--- src/rtl/muldiv_pkg.sv ---
// muldiv_pkg: shared op codes, FSM states and constants for the RV32M multiply/divide controller.
package muldiv_pkg;
    localparam int MD_XLEN = 32;
    localparam logic [2:0] MD_MUL    = 3'd0;
    localparam logic [2:0] MD_MULH   = 3'd1;
    localparam logic [2:0] MD_MULHSU = 3'd2;
    localparam logic [2:0] MD_MULHU  = 3'd3;
    localparam logic [2:0] MD_DIV    = 3'd4;
    localparam logic [2:0] MD_DIVU   = 3'd5;
    localparam logic [2:0] MD_REM    = 3'd6;
    localparam logic [2:0] MD_REMU   = 3'd7;
    localparam logic [2:0] S_IDLE = 3'd0;
    localparam logic [2:0] S_MUL  = 3'd1;
    localparam logic [2:0] S_DIV  = 3'd2;
    localparam logic [2:0] S_FIX  = 3'd3;
    localparam logic [2:0] S_DONE = 3'd4;
    localparam logic [MD_XLEN-1:0] DIV0_Q  = '1;
    localparam logic [MD_XLEN-1:0] INT_MIN = {1'b1, {(MD_XLEN-1){1'b0}}};
endpackage

--- src/rtl/muldiv_ctrl_if.sv ---
// muldiv_ctrl_if: request/response handshake bundle between the execute stage and muldiv_ctrl.
interface muldiv_ctrl_if #(parameter int XLEN = 32, parameter int TAG_W = 5);
    logic             req_valid;
    logic             req_ready;
    logic [2:0]       req_op;
    logic [XLEN-1:0]  req_a;
    logic [XLEN-1:0]  req_b;
    logic [TAG_W-1:0] req_tag;
    logic             flush;
    logic             rsp_valid;
    logic             rsp_ready;
    logic [XLEN-1:0]  rsp_result;
    logic [TAG_W-1:0] rsp_tag;
    logic             busy;
    modport slave (
        input  req_valid, req_op, req_a, req_b, req_tag, flush, rsp_ready,
        output req_ready, rsp_valid, rsp_result, rsp_tag, busy
    );
    modport master (
        output req_valid, req_op, req_a, req_b, req_tag, flush, rsp_ready,
        input  req_ready, rsp_valid, rsp_result, rsp_tag, busy
    );
endinterface

--- src/rtl/muldiv_ctrl_div_step.sv ---
// div_step: one combinational restoring-division iteration, shifting the next dividend bit into rem.
module div_step #(parameter int W = 32) (
    input  logic [W-1:0] rem_in,
    input  logic [W-1:0] q_in,
    input  logic [W-1:0] divisor,
    output logic [W-1:0] rem_out,
    output logic [W-1:0] q_out
);
    logic [W:0] w_t, w_d;
    assign w_t = {rem_in, q_in[W-1]};
    // rem < divisor always holds, so a borrow out of w_d means the trial subtraction failed
    assign w_d = w_t - {1'b0, divisor};
    assign rem_out = w_d[W] ? w_t[W-1:0] : w_d[W-1:0];
    assign q_out = {q_in[W-2:0], ~w_d[W]};
endmodule

--- src/rtl/muldiv_ctrl.sv ---
// muldiv_ctrl: RV32M sequencer; single-cycle registered multiply, iterative restoring divide,
// RISC-V divide-by-zero/overflow results, valid/ready response with flush.
module muldiv_ctrl import muldiv_pkg::*; #(
    parameter int XLEN   = MD_XLEN,
    parameter int UNROLL = 1,
    parameter int TAG_W  = 5
) (
    input logic clk,
    input logic rst,
    muldiv_ctrl_if.slave md
);
    localparam int CW = $clog2(XLEN / UNROLL);
    localparam logic [XLEN-1:0] L_ONES = '1;
    localparam logic [XLEN-1:0] L_MIN = {1'b1, {(XLEN-1){1'b0}}};
    logic [2:0]        r_state, r_op;
    logic [XLEN-1:0]   r_a, r_b, r_rem, r_q, r_result;
    logic [TAG_W-1:0]  r_tag;
    logic [CW-1:0]     r_cnt;
    logic              r_qneg, r_rneg;
    logic              w_sgn, w_div0, w_ovf, w_a_neg, w_b_neg;
    logic [XLEN-1:0]   w_abs_a, w_abs_b, w_special, w_mul_res, w_fix_res;
    logic [2*XLEN-1:0] w_ax, w_bx, w_prod;
    logic [XLEN-1:0]   w_rem [UNROLL+1];
    logic [XLEN-1:0]   w_q [UNROLL+1];
    assign md.req_ready  = (r_state == S_IDLE) && !md.flush;
    assign md.rsp_valid  = r_state == S_DONE;
    assign md.busy       = r_state != S_IDLE;
    assign md.rsp_result = r_result;
    assign md.rsp_tag    = r_tag;
    // op[0]==0 selects the signed DIV/REM among the divide ops
    assign w_sgn     = !md.req_op[0];
    assign w_div0    = md.req_b == '0;
    assign w_ovf     = w_sgn && md.req_a == L_MIN && md.req_b == L_ONES;
    assign w_a_neg   = w_sgn && md.req_a[XLEN-1];
    assign w_b_neg   = w_sgn && md.req_b[XLEN-1];
    assign w_abs_a   = w_a_neg ? -md.req_a : md.req_a;
    assign w_abs_b   = w_b_neg ? -md.req_b : md.req_b;
    assign w_special = w_div0 ? (md.req_op[1] ? md.req_a : L_ONES) : (md.req_op[1] ? '0 : md.req_a);
    // Modulo-2^(2*XLEN) product of the extended operands yields the exact high half
    assign w_ax      = {{XLEN{r_op != MD_MULHU && r_a[XLEN-1]}}, r_a};
    assign w_bx      = {{XLEN{(r_op == MD_MUL || r_op == MD_MULH) && r_b[XLEN-1]}}, r_b};
    assign w_prod    = w_ax * w_bx;
    assign w_mul_res = r_op == MD_MUL ? w_prod[XLEN-1:0] : w_prod[2*XLEN-1:XLEN];
    assign w_fix_res = r_op[1] ? (r_rneg ? -r_rem : r_rem) : (r_qneg ? -r_q : r_q);
    assign w_rem[0]  = r_rem;
    assign w_q[0]    = r_q;
    for (genvar i = 0; i < UNROLL; i++) begin : g_step
        div_step #(.W(XLEN)) u_step (
            .rem_in(w_rem[i]), .q_in(w_q[i]), .divisor(r_b),
            .rem_out(w_rem[i+1]), .q_out(w_q[i+1])
        );
    end
    always_ff @(posedge clk or posedge rst) begin
        if (rst) begin
            r_state  <= S_IDLE;
            r_op     <= '0;
            r_a      <= '0;
            r_b      <= '0;
            r_rem    <= '0;
            r_q      <= '0;
            r_result <= '0;
            r_tag    <= '0;
            r_cnt    <= '0;
            r_qneg   <= 1'b0;
            r_rneg   <= 1'b0;
        end else if (md.flush) begin
            r_state <= S_IDLE;
        end else begin
            case (r_state)
                S_IDLE: if (md.req_valid) begin
                    r_op   <= md.req_op;
                    r_tag  <= md.req_tag;
                    r_a    <= md.req_a;
                    r_b    <= md.req_op[2] ? w_abs_b : md.req_b;
                    r_rem  <= '0;
                    r_q    <= w_abs_a;
                    r_cnt  <= CW'(XLEN / UNROLL - 1);
                    r_qneg <= w_a_neg ^ w_b_neg;
                    r_rneg <= w_a_neg;
                    if (!md.req_op[2]) r_state <= S_MUL;
                    else if (w_div0 || w_ovf) begin
                        r_result <= w_special;
                        r_state  <= S_DONE;
                    end else r_state <= S_DIV;
                end
                S_MUL: begin
                    r_result <= w_mul_res;
                    r_state  <= S_DONE;
                end
                S_DIV: begin
                    r_rem <= w_rem[UNROLL];
                    r_q   <= w_q[UNROLL];
                    r_cnt <= r_cnt - 1'b1;
                    if (r_cnt == '0) r_state <= S_FIX;
                end
                S_FIX: begin
                    r_result <= w_fix_res;
                    r_state  <= S_DONE;
                end
                S_DONE: if (md.rsp_ready) r_state <= S_IDLE;
                default: r_state <= S_IDLE;
            endcase
        end
    end
endmodule
--- src/flat_wrapper.sv ---
// flat-port wrapper written by rule: the top's interface ports become plain ports
module muldiv_ctrl_flat import muldiv_pkg::*;
#(
    parameter int XLEN   = MD_XLEN,
    parameter int UNROLL = 1,
    parameter int TAG_W  = 5
)
  (clk, rst, md_req_valid, md_req_op, md_req_a, md_req_b, md_req_tag, md_flush, md_rsp_ready, md_req_ready, md_rsp_valid, md_rsp_result, md_rsp_tag, md_busy);
  muldiv_ctrl_if #(.XLEN(XLEN), .TAG_W(TAG_W)) md_i ();
  input logic clk;
  input logic rst;
  input wire logic [$bits(md_i.req_valid)-1:0] md_req_valid;
  input wire logic [$bits(md_i.req_op)-1:0] md_req_op;
  input wire logic [$bits(md_i.req_a)-1:0] md_req_a;
  input wire logic [$bits(md_i.req_b)-1:0] md_req_b;
  input wire logic [$bits(md_i.req_tag)-1:0] md_req_tag;
  input wire logic [$bits(md_i.flush)-1:0] md_flush;
  input wire logic [$bits(md_i.rsp_ready)-1:0] md_rsp_ready;
  output wire logic [$bits(md_i.req_ready)-1:0] md_req_ready;
  output wire logic [$bits(md_i.rsp_valid)-1:0] md_rsp_valid;
  output wire logic [$bits(md_i.rsp_result)-1:0] md_rsp_result;
  output wire logic [$bits(md_i.rsp_tag)-1:0] md_rsp_tag;
  output wire logic [$bits(md_i.busy)-1:0] md_busy;
  assign md_i.req_valid = md_req_valid;
  assign md_i.req_op = md_req_op;
  assign md_i.req_a = md_req_a;
  assign md_i.req_b = md_req_b;
  assign md_i.req_tag = md_req_tag;
  assign md_i.flush = md_flush;
  assign md_i.rsp_ready = md_rsp_ready;
  assign md_req_ready = md_i.req_ready;
  assign md_rsp_valid = md_i.rsp_valid;
  assign md_rsp_result = md_i.rsp_result;
  assign md_rsp_tag = md_i.rsp_tag;
  assign md_busy = md_i.busy;
  muldiv_ctrl #(.XLEN(XLEN), .UNROLL(UNROLL), .TAG_W(TAG_W)) u_core (.clk(clk), .rst(rst), .md(md_i));
endmodule
--- config.mk ---
export PLATFORM = sky130hd
export DESIGN_NAME = muldiv_ctrl_flat
export DESIGN_NICKNAME = d
export VERILOG_FILES = /design/src/rtl/muldiv_pkg.sv /design/src/rtl/muldiv_ctrl_if.sv /design/src/rtl/muldiv_ctrl_div_step.sv /design/src/rtl/muldiv_ctrl.sv /design/src/flat_wrapper.sv
export SDC_FILE = /design/constraint.sdc
export NUM_CORES = 2
export LEC_CHECK = 0
export BUFFER_PORTS_ARGS = -buffer_cell sky130_fd_sc_hd__buf_2
export CAP_MARGIN = 10
export CELL_PAD_IN_SITES_DETAIL_PLACEMENT = 1
export CELL_PAD_IN_SITES_GLOBAL_PLACEMENT = 1
export CORE_ASPECT_RATIO = 1.75
export CORE_MARGIN = 3
export CORE_UTILIZATION = 25
export DETAILED_ROUTE_END_ITERATION = 8
export PLACE_DENSITY_LB_ADDON = 0.08
export SYNTH_ARGS = -nofsm -noshare
export SYNTH_HDL_FRONTEND = slang
export SYNTH_SLANG_ARGS = --single-unit
--- constraint.sdc ---
create_clock -name clk -period 8.1 [get_ports clk]
set_input_delay 0.81 -clock clk [delete_from_list [all_inputs] [get_ports clk]]
set_output_delay 0.81 -clock clk [all_outputs]
set_load 0.05 [all_outputs]
# Yosys cells after proc, flatten, opt, wreduce, memory -nomap -nowiden
# Index checks and enable logic that the tools add are counted.
# W data, S select, Z words.
# op_classes
n_reduce_logical	23
mux	28
bitwise	3
addsub	6
n_mul	1
eq_ne	14
# op_table
operator	n
$mux W32	16
$neg A32 Y32	4
$pmux W32 S2	2
$pmux W32 S3	1
$eq A32 B32 Y1 const B	2
$mul A33 B33 Y64	1
$sub A33 B32 Y33	1
$logic_not A32 Y1	1
$mux W3	6
$pmux W3 S4	1
$pmux W5 S2	1
$reduce_and A3 Y1	3
$logic_and A1 B1 Y1	7
$eq A3 B1 Y1 const B	2
$eq A3 B2 Y1 const B	2
$logic_not A3 Y1	2
$ne A2 B2 Y1 const B	3
$ne A3 B2 Y1 const B	2
$ne A3 B3 Y1 const B	2
$reduce_bool A3 Y1	2
$logic_not A5 Y1	1
$mux W5	1
$reduce_and A5 Y1	1
$sub A5 B1 Y5 const B	1
other kinds (7)	10
# totals
in_bits	77
output_inout_bits	40
ff_bits	178

# Logic depth before layout (Yosys ltp)
# logic_depth
depth_word	9
depth_mapped	32
depth_no_buf	30

# Cells and area by module
# From an unflattened synthesis, not the netlist that was laid out.
# unflattened
cells_unflattened	6030
hier_area_um2	51669.6
# by_module_without_submodules
mod	area_per_inst_um2	instances	cells_each	seq_area_each_um2
muldiv_ctrl	49078.3	1	5694	4454.3
div_step	2591.2	1	336	0.0

# Least setup slack after synthesis
# No wires, ideal clock.
# synth_path
kind	reg-to-reg
start	reg u_core.r_a[31]
end	reg u_core.r_result[31], in the netlist u_core.md.rsp_result[31]
stages_incl_launch_ff	33
t_required_ps	7974
arrival_time_ps	8566
slack_ps	-591
period_less_slack_ps	8691
path_buffers	3
cell_sequence	dfrtp_1 clkbuf_1 o21a_1 clkbuf_1 nand2_1 inv_1 fa_1 inv_1 fa_1 inv_1 fa_1 inv_1 fa_1 inv_1 fa_1 fa_1 fa_1 inv_1 fa_1 inv_1 ha_1 clkbuf_1 nand4_1 o211ai_1 o31ai_1 o211ai_1 a21o_1 a31o_2 or4_1 a211oi_2 xnor2_1 a221oi_2 o21ai_1
# synth_via
elab_chain_len	4
# synth_lines
element	line_no	rtl
from (decl)	muldiv_ctrl.sv:16	logic [XLEN-1:0] r_a, r_b, r_rem, r_q, r_result;
from (signal assigned)	muldiv_ctrl.sv:73	r_a <= md.req_a;
$logic_and A1 B1 Y1	muldiv_ctrl.sv:40	assign w_ax = {{XLEN{r_op != MD_MULHU && r_a[XLEN-1]}}, r_a};
$mul A33 B33 Y64 *	muldiv_ctrl.sv:42	assign w_prod = w_ax * w_bx;
$mux W32 *	muldiv_ctrl.sv:43	assign w_mul_res = r_op == MD_MUL ? w_prod[XLEN-1:0] : w_prod[2*XLEN-1:XLEN];
$pmux W32 S3 *	muldiv_ctrl.sv:69	case (r_state)
to (signal assigned)	muldiv_ctrl.sv:82	r_result <= w_special;
to (signal assigned)	muldiv_ctrl.sv:87	r_result <= w_mul_res;
to (signal assigned)	muldiv_ctrl.sv:97	r_result <= w_fix_res;
to (decl)	muldiv_ctrl.sv:16	
# Mark *: on every way between the ends. The rest lies on a longest branch, timed or not.
# A chain may end at the register's enable or synchronous reset.

# Worst setup path after layout
# layout_path
start	reg u_core.r_op[1]
end	reg u_core.r_result[31], in the netlist u_core.md.rsp_result[31]
# layout_via
elab_chain_len	6
# layout_lines
element	line_no	rtl
from (decl)	muldiv_ctrl.sv:15	logic [2:0] r_state, r_op;
from (signal assigned)	muldiv_ctrl.sv:71	r_op <= md.req_op;
$eq A3 B1 Y1 or $logic_not A3 Y1 (tied branches)	muldiv_ctrl.sv:41, muldiv_ctrl.sv:43	
$logic_or A1 B1 Y1	muldiv_ctrl.sv:41	assign w_bx = {{XLEN{(r_op == MD_MUL || r_op == MD_MULH) && r_b[XLEN-1]}}, r_b};
$logic_and A1 B1 Y1	muldiv_ctrl.sv:41	
$mul A33 B33 Y64	muldiv_ctrl.sv:42	
$mux W32	muldiv_ctrl.sv:43	
$pmux W32 S3 *	muldiv_ctrl.sv:69	
# Marked as above.

==> qor.csv <==
metric;value;unit
outcome;complete, but fails checks;
violations;setup timing;
max_freq;120.3;MHz
utilization;31.04;%
max-slew-margin-rel;30.37;%
finalNetCount;7861;
drv_cap;0;
dp_cells;8978;
postLayoutSetupSlackWorst;-0.2144;ns
syn-mean-instance-area;8.623;sq um
crit_path_frequent_cell;fa_1;
synth.largest_area_cell;fa_1;
cts_root_buf;clkbuf_16;
cts_htree_levels;4;
insertion_delay_of_the_later_clocked_pin_in_the_worst_skew_pair;0.53;ns
netlist_top_cells_area;fa_1, inv_1, dfrtp_1;
cts_hold_buf;0;
drc_errors;0;
floorplan.initialDensity;25.20;%
main_combinational_cell_family_by_area_after_synthesis;adder cells;
critical_path.top_delay_family;adder cells;
row_count;218;
finalHoldWorstSlack;0.3629;ns
drt_antenna_net_count;0;
ports;117;
layoutNonFillerInstCount;9061;
critPathCaptureType;flip-flop;
synth_sequential_area_ratio;8.759;%
grt-ovfl-total;0;
detailed_router_iteration_count_before_antenna_repair;5;
fp.dieH;602.7;um
synth.area.mux_share;0.6520;%
setup.worst_path.start_class;flip-flop;
proportion_of_layout_cells_with_a_drive_suffix_above_1;18.77;%
synth_top_cell_area_share;44.32;%
drt-total-wl;235200;um
yosys_most_used_dff;dfrtp_1;
synthCells;5898;
antenna_found_initial;10;
area_growth_syn_to_layout;23.18;%
grt_resource_usage_total;22.71;%
gpl.final_weighted_congestion;0.8872;
synthesis.yosys.warnings;0;
yosysUniqueCellTypes;87;
crit_arrival;8.71;ns
cts_tree;yes;
crit_path_max_incr_delay;0.61;ns
synthSimpleGateAreaFrac;16.02;%
cts_sinks;178;
die-width;346.9;um
synth_compound_gate_area_share;8.057;%
setup_viol;7;
xor_xnor_portion_of_the_synthesized_cell_area;3.804;%
n_fill_cell;23580;
die_area;0.2091;sq mm
finalClockSkew;0.02730;ns
core_box_area;0.2018;sq mm
grt_first_pass_wirelength;341900;um
multiInputGateArea;0.04176;sq mm
ys_seq_elements;178;
regArea;0.004503;sq mm
cts_max_path_buffers;2;
buffer_ports.inserted;116;
critical_path_required;8.50;ns
dpl.hpwl;204600;um
timing.final.crit_period;8.314;ns
worst_pin_slew;1.044;ns
grt_pass1_vias;49750;
min_period_over_period;102.6;%
path_class;flip-flop to flip-flop;
yosys.area_share.adder;50.93;%
post_synth_instance_area;0.05086;sq mm
final_max_slew_viol_count;0;
number_of_buffers_inserted_during_clock_tree_synthesis;17;
crit_slowest_cell;fa_2;
synth-async-reset-ratio;100.0;%
worstHoldPathType;input pin to asynchronous set/reset pin;
final_hold_viol_count;0;
worstPathMaxFanout;7;
detail_route.iter0.violations;1453;
routed_via_density;4.617;
rsz0062_at_grt;true;
wl_per_cell;25.96;um
fin_tns_setup;-0.5139;ns
num_vias;41840;
critical_path_buf_inv_count;8;
pin_count_of_the_biggest_net_entering_global_routing;98;
syn_nets;7352;
clkSlewWorstSetupHoldPaths;0.08;ns
number_of_synthesized_flops_with_an_enable_pin;0;
[registers in the layout (all words and copies together) (netlist names)]
| signal | count |
|---|---|
| u_core.md.rsp_result | 32 |
| u_core.r_rneg | 1 |
| u_core.r_qneg | 1 |
| u_core.r_state | 3 |
| u_core.r_rem | 32 |
| u_core.r_a | 32 |
| u_core.r_q | 32 |
| u_core.r_op | 3 |
| u_core.r_b | 32 |
| u_core.md.rsp_tag | 5 |
| u_core.r_cnt | 5 |
[layout by cell type, fill, tap and decap left out, drive strengths merged, types with 7 or more instances in the layout]
cell / synthesis / routed
a31oi: 22 / 22
o22ai: 16 / 16
mux2i: 32 / 32
o211ai: 24 / 24
nand2: 1119 / 1119
and2: 285 / 285
a211oi: 17 / 17
dfrtp: 178 / 178
inv: 1256 / 1258
clkbuf: 318 / 22
or4: 18 / 18
o21bai: 13 / 13
a221oi: 10 / 10
buf: 16 / 821
o21ai: 215 / 215
or3: 24 / 24
xnor2: 133 / 133
nand4: 19 / 19
nand3: 35 / 35
nor2b: 13 / 13
nor3: 40 / 40
maj3: 22 / 22
o31ai: 40 / 40
ha: 251 / 251
a21o: 48 / 48
o21a: 14 / 14
a21oi: 171 / 171
o41ai: 18 / 18
fa: 1126 / 1126
nor4: 16 / 16
and3: 11 / 11
nor2: 194 / 194
or2: 17 / 17
o221ai: 7 / 7
xor2: 87 / 87
nand2b: 18 / 18
[final cells by class]
cell class | count | area share, %
Multi-Input combinational cell | 4130 | 66.67
Timing Repair Buffer | 824 | 12.33
Inverter | 1256 | 7.558
Sequential cell | 178 | 7.189
Tap cell | 2640 | 5.273
Clock buffer | 19 | 0.7071
Clock inverter | 13 | 0.2756
Antenna cell | 1 | 0.003995
[cell families (layout without fill, tap and decap cells)]
logic type                 after synthesis  after routing
and+or+nand+nor                       1821           1821
buffers and inverters                 1590           2112
adders and majority gates             1399           1399
AOI/OAI and AO/OA                      657            657
xor gates and xnor gates               220            220
DFF                                    178            178
muxes                                   33             33
other                                    0              1
[worst register-to-register path: cells and delay by family, from the launching register on]
kind            cells  cell delay, ns
simple gates        4            0.79
fa+ha+maj           9            4.39
flops               1            0.39
compound gates      9            1.77
xor+xnor            1            0.14
buf+inv             8            0.71
[Yosys cell counts, types with 16 or more instances]
master / n
a31oi_1: 21
a21o_1: 48
o21ai_0: 204
or3_1: 20
xnor2_1: 132
or2_2: 17
nor3_1: 38
nand4_1: 19
nand2b_1: 17
o211ai_1: 24
fa_1: 1126
nor2_1: 194
mux2i_1: 32
and2_1: 284
inv_1: 1256
nand3_1: 35
dfrtp_1: 178
a21oi_1: 171
maj3_1: 22
clkbuf_1: 318
o41ai_1: 16
xor2_1: 87
o31ai_1: 37
ha_1: 251
nand2_1: 1119
a211oi_1: 16
[through the flow]
step	setup WS, ns	instance area, sq um
2_1_floorplan	-0.1607	50910
3_3_place_gp	-0.7086	60080
3_5_place_dp	-0.7256	60080
4_1_cts	-0.2632	61350
5_1_grt	-0.4630	62640
6_report	-0.2144	62640
[path summary, 6_finish.rpt]
path	from	end	slack, ns	cells past startpoint
worst max register to register	u_core.r_op[1]	u_core.md.rsp_result[31]	-0.21	31
min in group clk	md_req_tag[4]	u_core.md.rsp_tag[4]	0.47	3
max in group asynchronous	rst	u_core.md.rsp_result[5]	6.37	3
worst max-delay path	u_core.r_op[1]	u_core.md.rsp_result[31]	-0.21	31
worst min-delay path	rst	u_core.r_cnt[3]	0.36	2
worst min register to register	u_core.md.rsp_tag[0]	u_core.md.rsp_tag[0]	0.48	2
[layer usage]
| layer | global-route usage [%] | vias up | routed length, um |
|---|---|---|---|
| met5 | 0 | - | 34 |
| met2 | 47.87 | 518 | 140400 |
| met1 | 21.89 | 22350 | 77930 |
| li1 | - | 18660 | - |
| met3 | 1.464 | 304 | 3274 |
| met4 | 10.10 | 4 | 13570 |
[repair_timing]
action | 4_1_cts | 5_1_grt
setup endpoints to repair | 29 | 29
pin swaps | 58 | 184
buffers inserted | 11 | 40
gates cloned | 0 | 3
endpoints found under the hold margin | 0 | 0
gates resized for setup | 122 | 245
Power is not shown: default switching activity piles up to over one toggle a cycle in this logic, so the estimate is an artifact.
